==> src/rtl/mem_access_initiator.sv <==
// Single-outstanding load/store initiator for the word-addressed RAM.
// Optional MEM_BOUNDS_CHECK_EN adds rsp_error and rejects addresses >= MEM_SIZE without touching memory.
module mem_access_initiator #(
    parameter int DATA_WIDTH    = 32,
    parameter int ADDRESS_WIDTH = 9,
    parameter int MEM_SIZE      = 512,
    parameter int READ_LATENCY  = 1
) (
    input  logic                     Clock,
    input  logic                     clr_n,
    input  logic                     req_valid,
    output logic                     req_ready,
    input  logic                     req_write,
    input  logic [ADDRESS_WIDTH-1:0] req_addr,
    input  logic [DATA_WIDTH-1:0]    req_wdata,
    output logic                     rsp_valid,
    output logic [DATA_WIDTH-1:0]    rsp_rdata,
    output logic                     busy,
    output logic                     mem_read,
    output logic                     mem_write,
    output logic [ADDRESS_WIDTH-1:0] mem_address,
    output logic [DATA_WIDTH-1:0]    mem_data_in,
    input  logic [DATA_WIDTH-1:0]    mem_data_out
`ifdef MEM_BOUNDS_CHECK_EN
    ,
    output logic                     rsp_error
`endif
);

    if (READ_LATENCY < 1 || READ_LATENCY > 15) begin : g_bad_latency
        $error("mem_access_initiator: READ_LATENCY must be 1..15");
    end
    if (MEM_SIZE < 1 || MEM_SIZE > (2 ** ADDRESS_WIDTH)) begin : g_bad_size
        $error("mem_access_initiator: MEM_SIZE must be 1..2**ADDRESS_WIDTH");
    end

    localparam logic [3:0] LAT_LOAD = 4'(READ_LATENCY - 1);

    typedef enum logic [1:0] {
        IDLE,
        ISSUE,
        DONE
    } state_t;

    state_t     state;
    logic       is_write;
    logic [3:0] lat_cnt;

`ifdef MEM_BOUNDS_CHECK_EN
    logic out_of_range;
    assign out_of_range = 32'(req_addr) >= 32'(MEM_SIZE);
`endif

    assign busy = !req_ready;

    always_ff @(posedge Clock or negedge clr_n) begin
        if (!clr_n) begin
            state       <= IDLE;
            is_write    <= 1'b0;
            lat_cnt     <= '0;
            req_ready   <= 1'b1;
            rsp_valid   <= 1'b0;
            rsp_rdata   <= '0;
            mem_read    <= 1'b0;
            mem_write   <= 1'b0;
            mem_address <= '0;
            mem_data_in <= '0;
`ifdef MEM_BOUNDS_CHECK_EN
            rsp_error   <= 1'b0;
`endif
        end else begin
            rsp_valid <= 1'b0;
`ifdef MEM_BOUNDS_CHECK_EN
            rsp_error <= 1'b0;
`endif
            case (state)
                IDLE: begin
                    if (req_valid) begin
                        is_write    <= req_write;
                        mem_address <= req_addr;
                        mem_data_in <= req_wdata;
                        req_ready   <= 1'b0;
                        lat_cnt     <= LAT_LOAD;
`ifdef MEM_BOUNDS_CHECK_EN
                        // Rejected requests complete immediately with no strobe.
                        if (out_of_range) begin
                            state     <= DONE;
                            rsp_valid <= 1'b1;
                            rsp_error <= 1'b1;
                        end else begin
                            state     <= ISSUE;
                            mem_write <= req_write;
                            mem_read  <= !req_write;
                        end
`else
                        state     <= ISSUE;
                        mem_write <= req_write;
                        mem_read  <= !req_write;
`endif
                    end
                end
                ISSUE: begin
                    if (is_write) begin
                        mem_write <= 1'b0;
                        rsp_valid <= 1'b1;
                        state     <= DONE;
                    end else if (lat_cnt == '0) begin
                        mem_read  <= 1'b0;
                        rsp_rdata <= mem_data_out;
                        rsp_valid <= 1'b1;
                        state     <= DONE;
                    end else begin
                        lat_cnt <= lat_cnt - 4'd1;
                    end
                end
                DONE: begin
                    req_ready <= 1'b1;
                    state     <= IDLE;
                end
                default: begin
                    mem_read  <= 1'b0;
                    mem_write <= 1'b0;
                    req_ready <= 1'b1;
                    state     <= IDLE;
                end
            endcase
        end
    end

endmodule

==> config.mk <==
export PLATFORM = sky130hd
export DESIGN_NAME = mem_access_initiator
export DESIGN_NICKNAME = d
export VERILOG_FILES = /design/src/rtl/mem_access_initiator.sv
export SDC_FILE = /design/constraint.sdc
export NUM_CORES = 1
export LEC_CHECK = 0
export CAP_MARGIN = 10
export CORE_MARGIN = 5
export CORE_UTILIZATION = 35
export CTS_CLUSTER_SIZE = 40
export DETAILED_ROUTE_END_ITERATION = 7
export GPL_TIMING_DRIVEN = 1
export MAX_ROUTING_LAYER = met4
export PLACE_DENSITY_LB_ADDON = 0.12
export SETUP_SLACK_MARGIN = 0.15
export SYNTH_ARGS = -nofsm -noshare
export SYNTH_HDL_FRONTEND = slang
export SYNTH_SLANG_ARGS = --single-unit
==> constraint.sdc <==
create_clock -name Clock -period 4.67 [get_ports Clock]
set_clock_uncertainty 0.2 [all_clocks]
set_input_delay 0.467 -clock Clock [delete_from_list [all_inputs] [get_ports Clock]]
set_output_delay 0.467 -clock Clock [all_outputs]
set_load 0.05 [all_outputs]
==> results of run 1 <==
## stage by stage
step | hold WS, ps | cells
finish | 301 | 506
global route | 318 | 506
floorplan | -28.6 | 209
global placement | 275 | 489
CTS | 307 | 506
detailed placement | 285 | 489
## layout by cell type (no fill, tap or decap), drive strengths merged
cell type	Yosys	routed
clkdlybuf4s50	0	153
dfrtp	83	83
mux2	74	74
clkbuf	0	9
inv	6	8
nor2	6	6
nand2b	3	3
nand2	3	3
a21oi	3	3
buf	9	3
nor3b	3	3
clkinv	0	3
o21ai	2	2
a31o	2	2
nand3b	2	2
or3b	1	1
nor4bb	1	1
o22ai	1	1
nor4	1	1
mux2i	1	1
or4b	1	1
a31oi	1	1
nand3	1	1
nor3	1	1
o41ai	1	1
o32ai	1	1
ha	1	1
clkinvlp	0	1
bufinv	0	1
dlygate4sd3	0	1
dfstp	1	1
## worst register-to-register path, cell delays in order, from the launching register on
cell,delay [ps]
dfrtp_1,420
inv_1,60
ha_1,240
nor3b_2,190
nand2_1,70
buf_4,380
mux2_2,400
## sequential cells by signal (all words and copies together) (netlist names)
register     cells
mem_data_in     32
rsp_rdata       32
mem_address      9
lat_cnt          4
state            2
is_write         1
mem_read         1
mem_write        1
req_ready        1
rsp_valid        1
## cells by family (layout without fill, tap and decap cells)
logic type      after synthesis  count (layout)  share of synthesized area
flops                        84              84                      0.610
mux                          75              75                      0.285
compound gates               11              11                     0.0210
simple gates                 23              23                     0.0421
fa+ha+maj                     1               1                    0.00363
buf+inv                      15             179                     0.0392
## layer usage
layer / share of wire / wire, um / vias to the layer above / GRT usage
met4: 0.010 / 80 / 0 / 0.0454
met2: 0.50 / 4040 / 69 / 0.224
li1: - / - / 1048 / -
met3: 0.055 / 440 / 4 / 0.0352
met5: 0 / 0 / - / -
met1: 0.43 / 3470 / 1121 / 0.167
## area by class of cell
cell class                      instances  area share
Sequential cell                        84       0.399
Inverter                                6     0.00427
Clock inverter                          7      0.0140
Clock buffer                            9      0.0235
Timing Repair Buffer                  157       0.297
Multi-Input combinational cell        110       0.231
Tap cell                              133      0.0316
## worst min-delay path by stage
stage                       start             to  slack, ps  depth (start not counted)
global placement    rsp_rdata[16]  rsp_rdata[16]        270                          1
floorplan                   clr_n       is_write        -30                          0
global route        rsp_rdata[16]  rsp_rdata[16]        320                          1
CTS                 rsp_rdata[16]  rsp_rdata[16]        310                          1
detailed placement  rsp_rdata[16]  rsp_rdata[16]        280                          1
finish              rsp_rdata[16]  rsp_rdata[16]        300                          1
==> metrics.yaml, run 1 <==
place:
  dp_hpwl_um: 5790
  port_buffers: 154
  place.gp.congestion: 0.748
  place_ws_ps: 2120
  dpl_cell_area_sq_mm: 0.00506
routing:
  drc: 0
  routed_via_density: 4.43
  routed_wl_um: 8030
  drtIter0Drc: 58
  ant_nets: 0
  vias: 2242
  drtPass1Iterations: 4
  drt-wirelength-per-cell_um: 15.9
logic_synthesis:
  syn_area_sq_mm: 0.00345
  ys_types: 31
  async_reset_ff_frac: 1.00
  synth_seq_area_share: 0.609
  synth_area_per_cell_sq_um: 16.5
  synth_area_leaders: "dfrtp_1 60%, mux2_4 16%, mux2_2 12%"
  synth_warnings: 0
  synth_top_area_frac: 0.602
  synth_top_cells_by_count: "83 x dfrtp_1, 37 x mux2_4, 36 x mux2_2"
  ys_ff_latch: 84
  synth_flop_cell: "dfrtp_1"
  synth_most_common_cell: "dfrtp_1"
  synth_nets: 287
  synth_edf_count: 0
  yosys.area.top_type: "dfrtp_1"
  syn_inst: 209
clock_tree:
  root_buffer: "clkbuf_8"
  hold_buffers: 1
  clk_latency_ps: 340
  cts_buffer_depth: 2
  ctsHtreeMaxLevel: 3
  cts_tree: "yes"
  path_clk_slew_ps: 90
  numCtsBuffers: 9
  cts.sinks: 84
  post-cts-setup-buffers: 0
  ctsResizeCount: 0
die:
  die_h_um: 109
  die_area_sq_mm: 0.0119
  pin_count: 155
  dieWidth_um: 109
  core_sq_mm: 0.00968
  initial_utilization: 0.356
  num_rows: 36
timing:
  timing.final.ws_setup_ps: 2310
  period_share: 0.505
  slew_headroom: 0.394
  rsz0062_at_grt: "no"
  tightest_slew_ps: 909
  fin_crit_ps: 2360
  finalHoldViolations: 0
  maxSlewViolCount: 0
  max_freq_mhz: 424
  setup_viol: 0
  fin_setup_tns_ps: 0
setup_path:
  crit_buf_inv: 1
  r2r_start: "lat_cnt[0]"
  critPathRequiredTime_ps: 4000
  cp-endpoint: "req_ready"
  crit_chain: "clkdlybuf4s50_1"
  cp_top_family: "buffers and inverters"
  slowest_delay_ps: 800
  crit_slowest_cell: "clkdlybuf4s50_1"
  critPathCaptureType: "output port"
  reg2reg_slack_ps: 2610
  cp-startpoint: "req_ready"
  worst-path-stages: 1
  critPathKind: "register to output port"
  rr_endpoint: "rsp_rdata[12]"
  crit_path_max_fanout: 3
  crit_arrival_ps: 1690
  start_kind: "register"
  reg2regPathDepth: 6
grt:
  antenna_found_initial: 0
  grt_pass1_vias: 2329
  grt_pass1_wl_um: 12200
  grt_overflow: 0
  grtUsageTotal: 0.137
  grt_max_degree: 46
outcome:
  status: "complete, no violations"
layout:
  finish.utilization: 0.544
  area_growth_pct: 52.7
  layout-drive-gt1-share: 0.265
  diodes: 0
  final_area_sq_mm: 0.00527
  n_fill_cell: 844
  multi_input_area_sq_mm: 0.00121
  regArea_sq_mm: 0.00210
  fin_nets: 446
flow_run:
  cap_violations: 0
hold_path:
  hp-class: "register to register"
Power of run 1 is not shown: default switching activity piles up to over one toggle a cycle in this logic, so the estimate is an artifact.
==> run 2: changes to the inputs <==
Clock period 4.67 ns to 2 ns, I/O delays scaled along.
==> run 2 against run 1 <==
Sequential cell count stayed put; cell area is 3.9% higher; critical path depth is 6 higher; routed wire length is 6.3% higher; count of clock-buffer cells in the layout is 2 higher; core utilization is 2.1 points higher; cell count is 3.4% higher; via count is 2.6% higher; largest cell class unchanged.
==> metrics.yaml, run 2 (synthesis results as in run 1) <==
grt:
  grt_max_degree: 42  # -8.7%
  grt_overflow: 0  # unchanged
  grtUsageTotal: 0.145  # +0.00798
  grt_pass1_vias: 2464  # +5.8%
  antenna_found_initial: 0  # unchanged
  grt_pass1_wl_um: 12800  # +4.9%
die:
  core_sq_mm: 0.00968  # unchanged
  pin_count: 155  # unchanged
  dieWidth_um: 109  # unchanged
  initial_utilization: 0.356  # unchanged
  die_h_um: 109  # unchanged
  num_rows: 36  # unchanged
  die_area_sq_mm: 0.0119  # unchanged
power:
  leakage_nw: 2.57
  ir_drop_uv: 786
  p_per_area_mw_per_mm2: 1980
timing:
  tightest_slew_ps: 542  # -367 ps
  max_freq_mhz: 545
  hold_slack_ps: 180  # -120 ps
  period_share: 0.917
  fin_setup_tns_ps: 0  # unchanged
  finalHoldViolations: 0  # unchanged
  fin_crit_ps: 1830
  rsz0062_at_grt: "yes"
  maxSlewViolCount: 0  # unchanged
  slew_headroom: 0.639  # +0.245
  setup_viol: 0  # unchanged
setup_path:
  critPathRequiredTime_ps: 2030  # -1970 ps
  start_kind: "register"
  reg2regPathDepth: 7  # +1
  crit_arrival_ps: 1860  # +170 ps
  crit_path_max_fanout: 16  # +13
  critPathKind: "register to register"
  critPathCaptureType: "register"
routing:
  routed_wl_um: 8530  # +6.3%
  drc: 0  # unchanged
  vias: 2301  # +2.6%
  drtPass1Iterations: 4  # unchanged
  drt-wirelength-per-cell_um: 16.3  # +2.9%
  drtIter0Drc: 58  # unchanged
  ant_nets: 0  # unchanged
  routed_via_density: 4.40  # -0.70%
layout:
  fin_nets: 463  # +3.8%
  reg_top3: "mem_data_in: 32 flops, rsp_rdata: 32 flops, mem_address: 9 flops"
  n_fill_cell: 832  # -1.4%
  fin_cells: 523  # +3.4%
  final_common_cell: "dfrtp_1"
  final_cell_mix: "83 x dfrtp_1, 76 x dlygate4sd2_1, 75 x clkdlybuf4s50_1"
  diodes: 0  # unchanged
  layout-drive-gt1-share: 0.313  # +0.0474
  area_growth_pct: 58.6
clock_tree:
  clk_latency_ps: 340  # about the same
  root_buffer: "clkbuf_8"
  path_clk_slew_ps: 80  # about the same
  ctsHtreeMaxLevel: 3  # unchanged
  cts_tree: "yes"
  numCtsBuffers: 9  # unchanged
  cts_buffer_depth: 2  # unchanged
  cts.sinks: 84  # unchanged
place:
  place.gp.congestion: 0.758  # +1.3%
  post-place-cells: 497  # +1.6%
  port_buffers: 154  # unchanged
  dp_hpwl_um: 6050  # +4.4%
flow_run:
  cap_violations: 0  # unchanged
outcome:
  status: "complete, no violations"
hold_path:
  hp-class: "input pin to asynchronous set/reset pin"
run 2: cell types whose count changed in the layout (fill, tap and decap cells not counted), moves of 2 or more:
cell	previous run	this run
clkdlybuf4s50_1	153	75
dlygate4sd2_1	0	76
buf_4	3	15
buf_12	0	5
bufinv_16	1	3
clkinv_2	2	0
inv_1	6	4
inv_2	0	2
run 2: final timing paths:
path,startpoint,to,slack (ps)
max,lat_cnt[1],rsp_rdata[29],170
min,clr_n,mem_address[4],180
max reg2reg,lat_cnt[1],rsp_rdata[29],170
min reg2reg,rsp_rdata[1],rsp_rdata[1],300
max in group asynchronous,clr_n,mem_data_in[17],810
min in group Clock,req_addr[7],mem_address[7],260
run 2: final cells by class:
class / instances / area [sq um] / share of cell area
clock buffer: 11 / 141 / 0.0258
inverter: 6 / 22.5 / 0.00412
clock inverter: 5 / 108 / 0.0197
timing repair buffer: 174 / 1690 / 0.309
multi-input combinational: 110 / 1240 / 0.227
sequential: 84 / 2100 / 0.384
tap: 133 / 166 / 0.0304
run 2: metrics by stage:
step | utilization | worst slack, ps | total power, W | cell area [sq um]
after floorplan | - | 194 | 0.00756 | 3450
after global placement | 0.533 | 41.0 | 0.00964 | 5170
final | 0.565 | 167 | 0.0108 | 5470
after global routing | 0.565 | 94.8 | 0.0113 | 5470
after detailed placement | 0.533 | 20.9 | 0.00972 | 5170
after CTS | 0.560 | 144 | 0.0109 | 5430
run 2: layer usage:
layer	vias to the layer above	routed length (um)	track usage
met5	-	0	-
met3	8	443	0.0335
met1	1135	3630	0.178
met4	0	107	0.0454
met2	65	4350	0.239
li1	1093	-	-
run 2: repair_timing:
| action | 4_1_cts | 5_1_grt |
|---|---|---|
| pin swaps | 1 | 0 |
| resized for setup | 80 | 4 |
| hold buffers | 1 | 0 |
| cloned | 1 | 1 |
| setup endpoints to repair | 109 | 33 |
| setup buffers | 6 | 1 |
| hold endpoints to repair | 38 | 0 |
run 2: worst max-delay path: stages, from the launching register on:
cell	delay (ps)
dfrtp_1	400
inv_2	80
ha_4	140
nor3b_4	220
nand2_2	110
buf_4	150
buf_12	150
mux2_2	280
run 2: power by group:
group | internal [W] | switching [W]
clock network | 0.000872 | 0.000620
registers | 0.00255 | 0.000452
logic | 0.00233 | 0.00399
Power figures use the tool's default switching activity.
==> run 3: changes to the inputs <==
Settings changed: MAX_ROUTING_LAYER met4 to default.
Clock period 2 ns to 2.1 ns, I/O delays scaled along.
==> run 3 against run 2 <==
Count of clock-buffer cells in the layout stayed put; largest power group unchanged; power fell by 5.2%; combinational power decreased by 4.4%.
==> metrics.yaml, run 3 (synthesis results as in run 1) <==
outcome:
  status: "complete, no violations"
die:
  initial_utilization: 0.356  # unchanged
  die_area_sq_mm: 0.0119  # unchanged
  dieWidth_um: 109  # unchanged
  die_h_um: 109  # unchanged
  pin_count: 155  # unchanged
  num_rows: 36  # unchanged
  core_sq_mm: 0.00968  # unchanged
place:
  dp_hpwl_um: 5930  # -1.9%
  post-place-cells: 493  # -0.80%
  place.gp.congestion: 0.749  # -1.3%
  port_buffers: 154  # unchanged
timing:
  maxSlewViolCount: 0  # unchanged
  max_freq_mhz: 525
  rsz0062_at_grt: "no"
  fin_setup_tns_ps: 0  # unchanged
  slew_headroom: 0.641  # +0.00281
  tightest_slew_ps: 537  # -5.10 ps
  fin_crit_ps: 1910
  finalHoldViolations: 0  # unchanged
  setup_viol: 0  # unchanged
  period_share: 0.908
grt:
  grt_pass1_wl_um: 12600  # -1.3%
  grt_overflow: 0  # unchanged
  grt_max_degree: 39  # -7.1%
  grtUsageTotal: 0.138  # -0.00699
  grt_pass1_vias: 2448  # -0.65%
  antenna_found_initial: 0  # unchanged
setup_path:
  slowest_delay_ps: 820  # +420 ps
  critPathKind: "register to output port"
  rr_endpoint: "mem_read"
  r2r_start: "lat_cnt[0]"
  reg2reg_slack_ps: 240  # +70 ps
  crit_arrival_ps: 1500  # -360 ps
  crit_path_max_fanout: 2  # -14
  cp_top_family: "buffers and inverters"
  critPathCaptureType: "output port"
  crit_slowest_cell: "clkdlybuf4s50_1"
  worst-path-stages: 1  # -6
  start_kind: "register"
  critPathRequiredTime_ps: 1690  # -340 ps
  reg2regPathDepth: 5  # -2
  crit_buf_inv: 1  # -2
  crit_chain: "clkdlybuf4s50_1"
power:
  ir_drop_uv: 808  # +2.7%
  leakage_nw: 2.79  # +8.3%
  p_per_area_mw_per_mm2: 1870  # -5.1%
routing:
  routed_via_density: 4.46  # +1.4%
  drtIter0Drc: 90  # +55%
  ant_nets: 0  # unchanged
  vias: 2294  # -0.30%
  drtPass1Iterations: 4  # unchanged
  drc: 0  # unchanged
  routed_wl_um: 8290  # -2.8%
  drt-wirelength-per-cell_um: 16.1  # -1.1%
layout:
  area_growth_pct: 58.4
  finish.utilization: 0.564  # -0.000646
  reg_top3: "mem_data_in: 32 flops, rsp_rdata: 32 flops, mem_address: 9 flops"
  layout-drive-gt1-share: 0.282  # -0.0312
  final_common_cell: "dfrtp_1"
  final_cell_mix: "83 x dfrtp_1, 78 x clkdlybuf4s50_1, 39 x dlymetal6s2s_1"
  fin_cells: 514  # -1.7%
  fin_nets: 453  # -2.2%
  n_fill_cell: 821  # -1.3%
clock_tree:
  numCtsBuffers: 9  # unchanged
  path_clk_slew_ps: 80  # about the same
  cts.sinks: 84  # unchanged
  ctsHtreeMaxLevel: 3  # unchanged
  cts_buffer_depth: 2  # unchanged
  root_buffer: "clkbuf_8"
  cts_tree: "yes"
  clk_latency_ps: 340  # about the same
flow_run:
  cap_violations: 0  # unchanged
hold_path:
  hp-class: "input pin to asynchronous set/reset pin"
-- run 3: cell types whose count changed in the layout (fill, tap and decap cells not counted), sizes merged --
cell / before / now
clkbuf: 12 / 11
clkdlybuf4s50: 75 / 78
inv: 7 / 6
buf: 21 / 12
clkinvlp: 0 / 1
dlygate4sd2: 76 / 34
diode: 0 / 1
dlymetal6s2s: 0 / 39
-- run 3: area by class of cell --
class / count / area [sq um] / share of cell area
flip-flops and latches: 84 / 2100 / 0.385
repair buffers: 164 / 1700 / 0.312
multi-input cells: 110 / 1230 / 0.226
well taps: 133 / 166 / 0.0304
clock buffers: 11 / 131 / 0.0240
clock inverters: 5 / 103 / 0.0188
inverters: 6 / 22.5 / 0.00412
diodes: 1 / 2.50 / 0.000458
-- run 3: metrics by stage --
step                      setup slack [ps]  hold slack [ps]  power (W)  cell area [sq um]
final                                  194              134     0.0102               5470
after detailed placement              95.2            -42.0    0.00921               5120
after CTS                              150              107     0.0104               5330
after global routing                   150              155     0.0108               5460
after global placement                 111            -37.4    0.00914               5120
after floorplan                        294             -286    0.00720               3450
-- run 3: worst max path at each step --
stage,startpoint,endpoint,slack [ps]
after global routing,lat_cnt[0],mem_read,150
final,rsp_rdata[0],rsp_rdata[0],190
after global placement,req_valid,mem_data_in[14],110
after floorplan,lat_cnt[0],rsp_rdata[16],290
after detailed placement,req_valid,mem_data_in[16],100
after CTS,mem_data_in[24],mem_data_in[24],150
-- run 3: power by group --
part | internal (W) | total [W] | switching (W)
Sequential | 0.00243 | 0.00287 | 0.000439
Clock | 0.000790 | 0.00134 | 0.000555
Combinational | 0.00230 | 0.00604 | 0.00374
-- run 3: layer usage --
layer  GRT usage  part of all wire  vias up
met2       0.237              0.54       72
met3      0.0323             0.053       11
met1       0.165              0.39     1140
met4      0.0623             0.016        0
met5           0                 0        -
li1            -                 -     1071
-- run 3: what timing repair did --
| action | in CTS | in global routing |
|---|---|---|
| gates resized for setup | 34 | 42 |
| setup endpoints to repair | 34 | 72 |
| endpoints found under the hold margin | 76 | 0 |
| hold buffers | 1 | 0 |
| cloned | 0 | 0 |
| setup buffers | 0 | 3 |
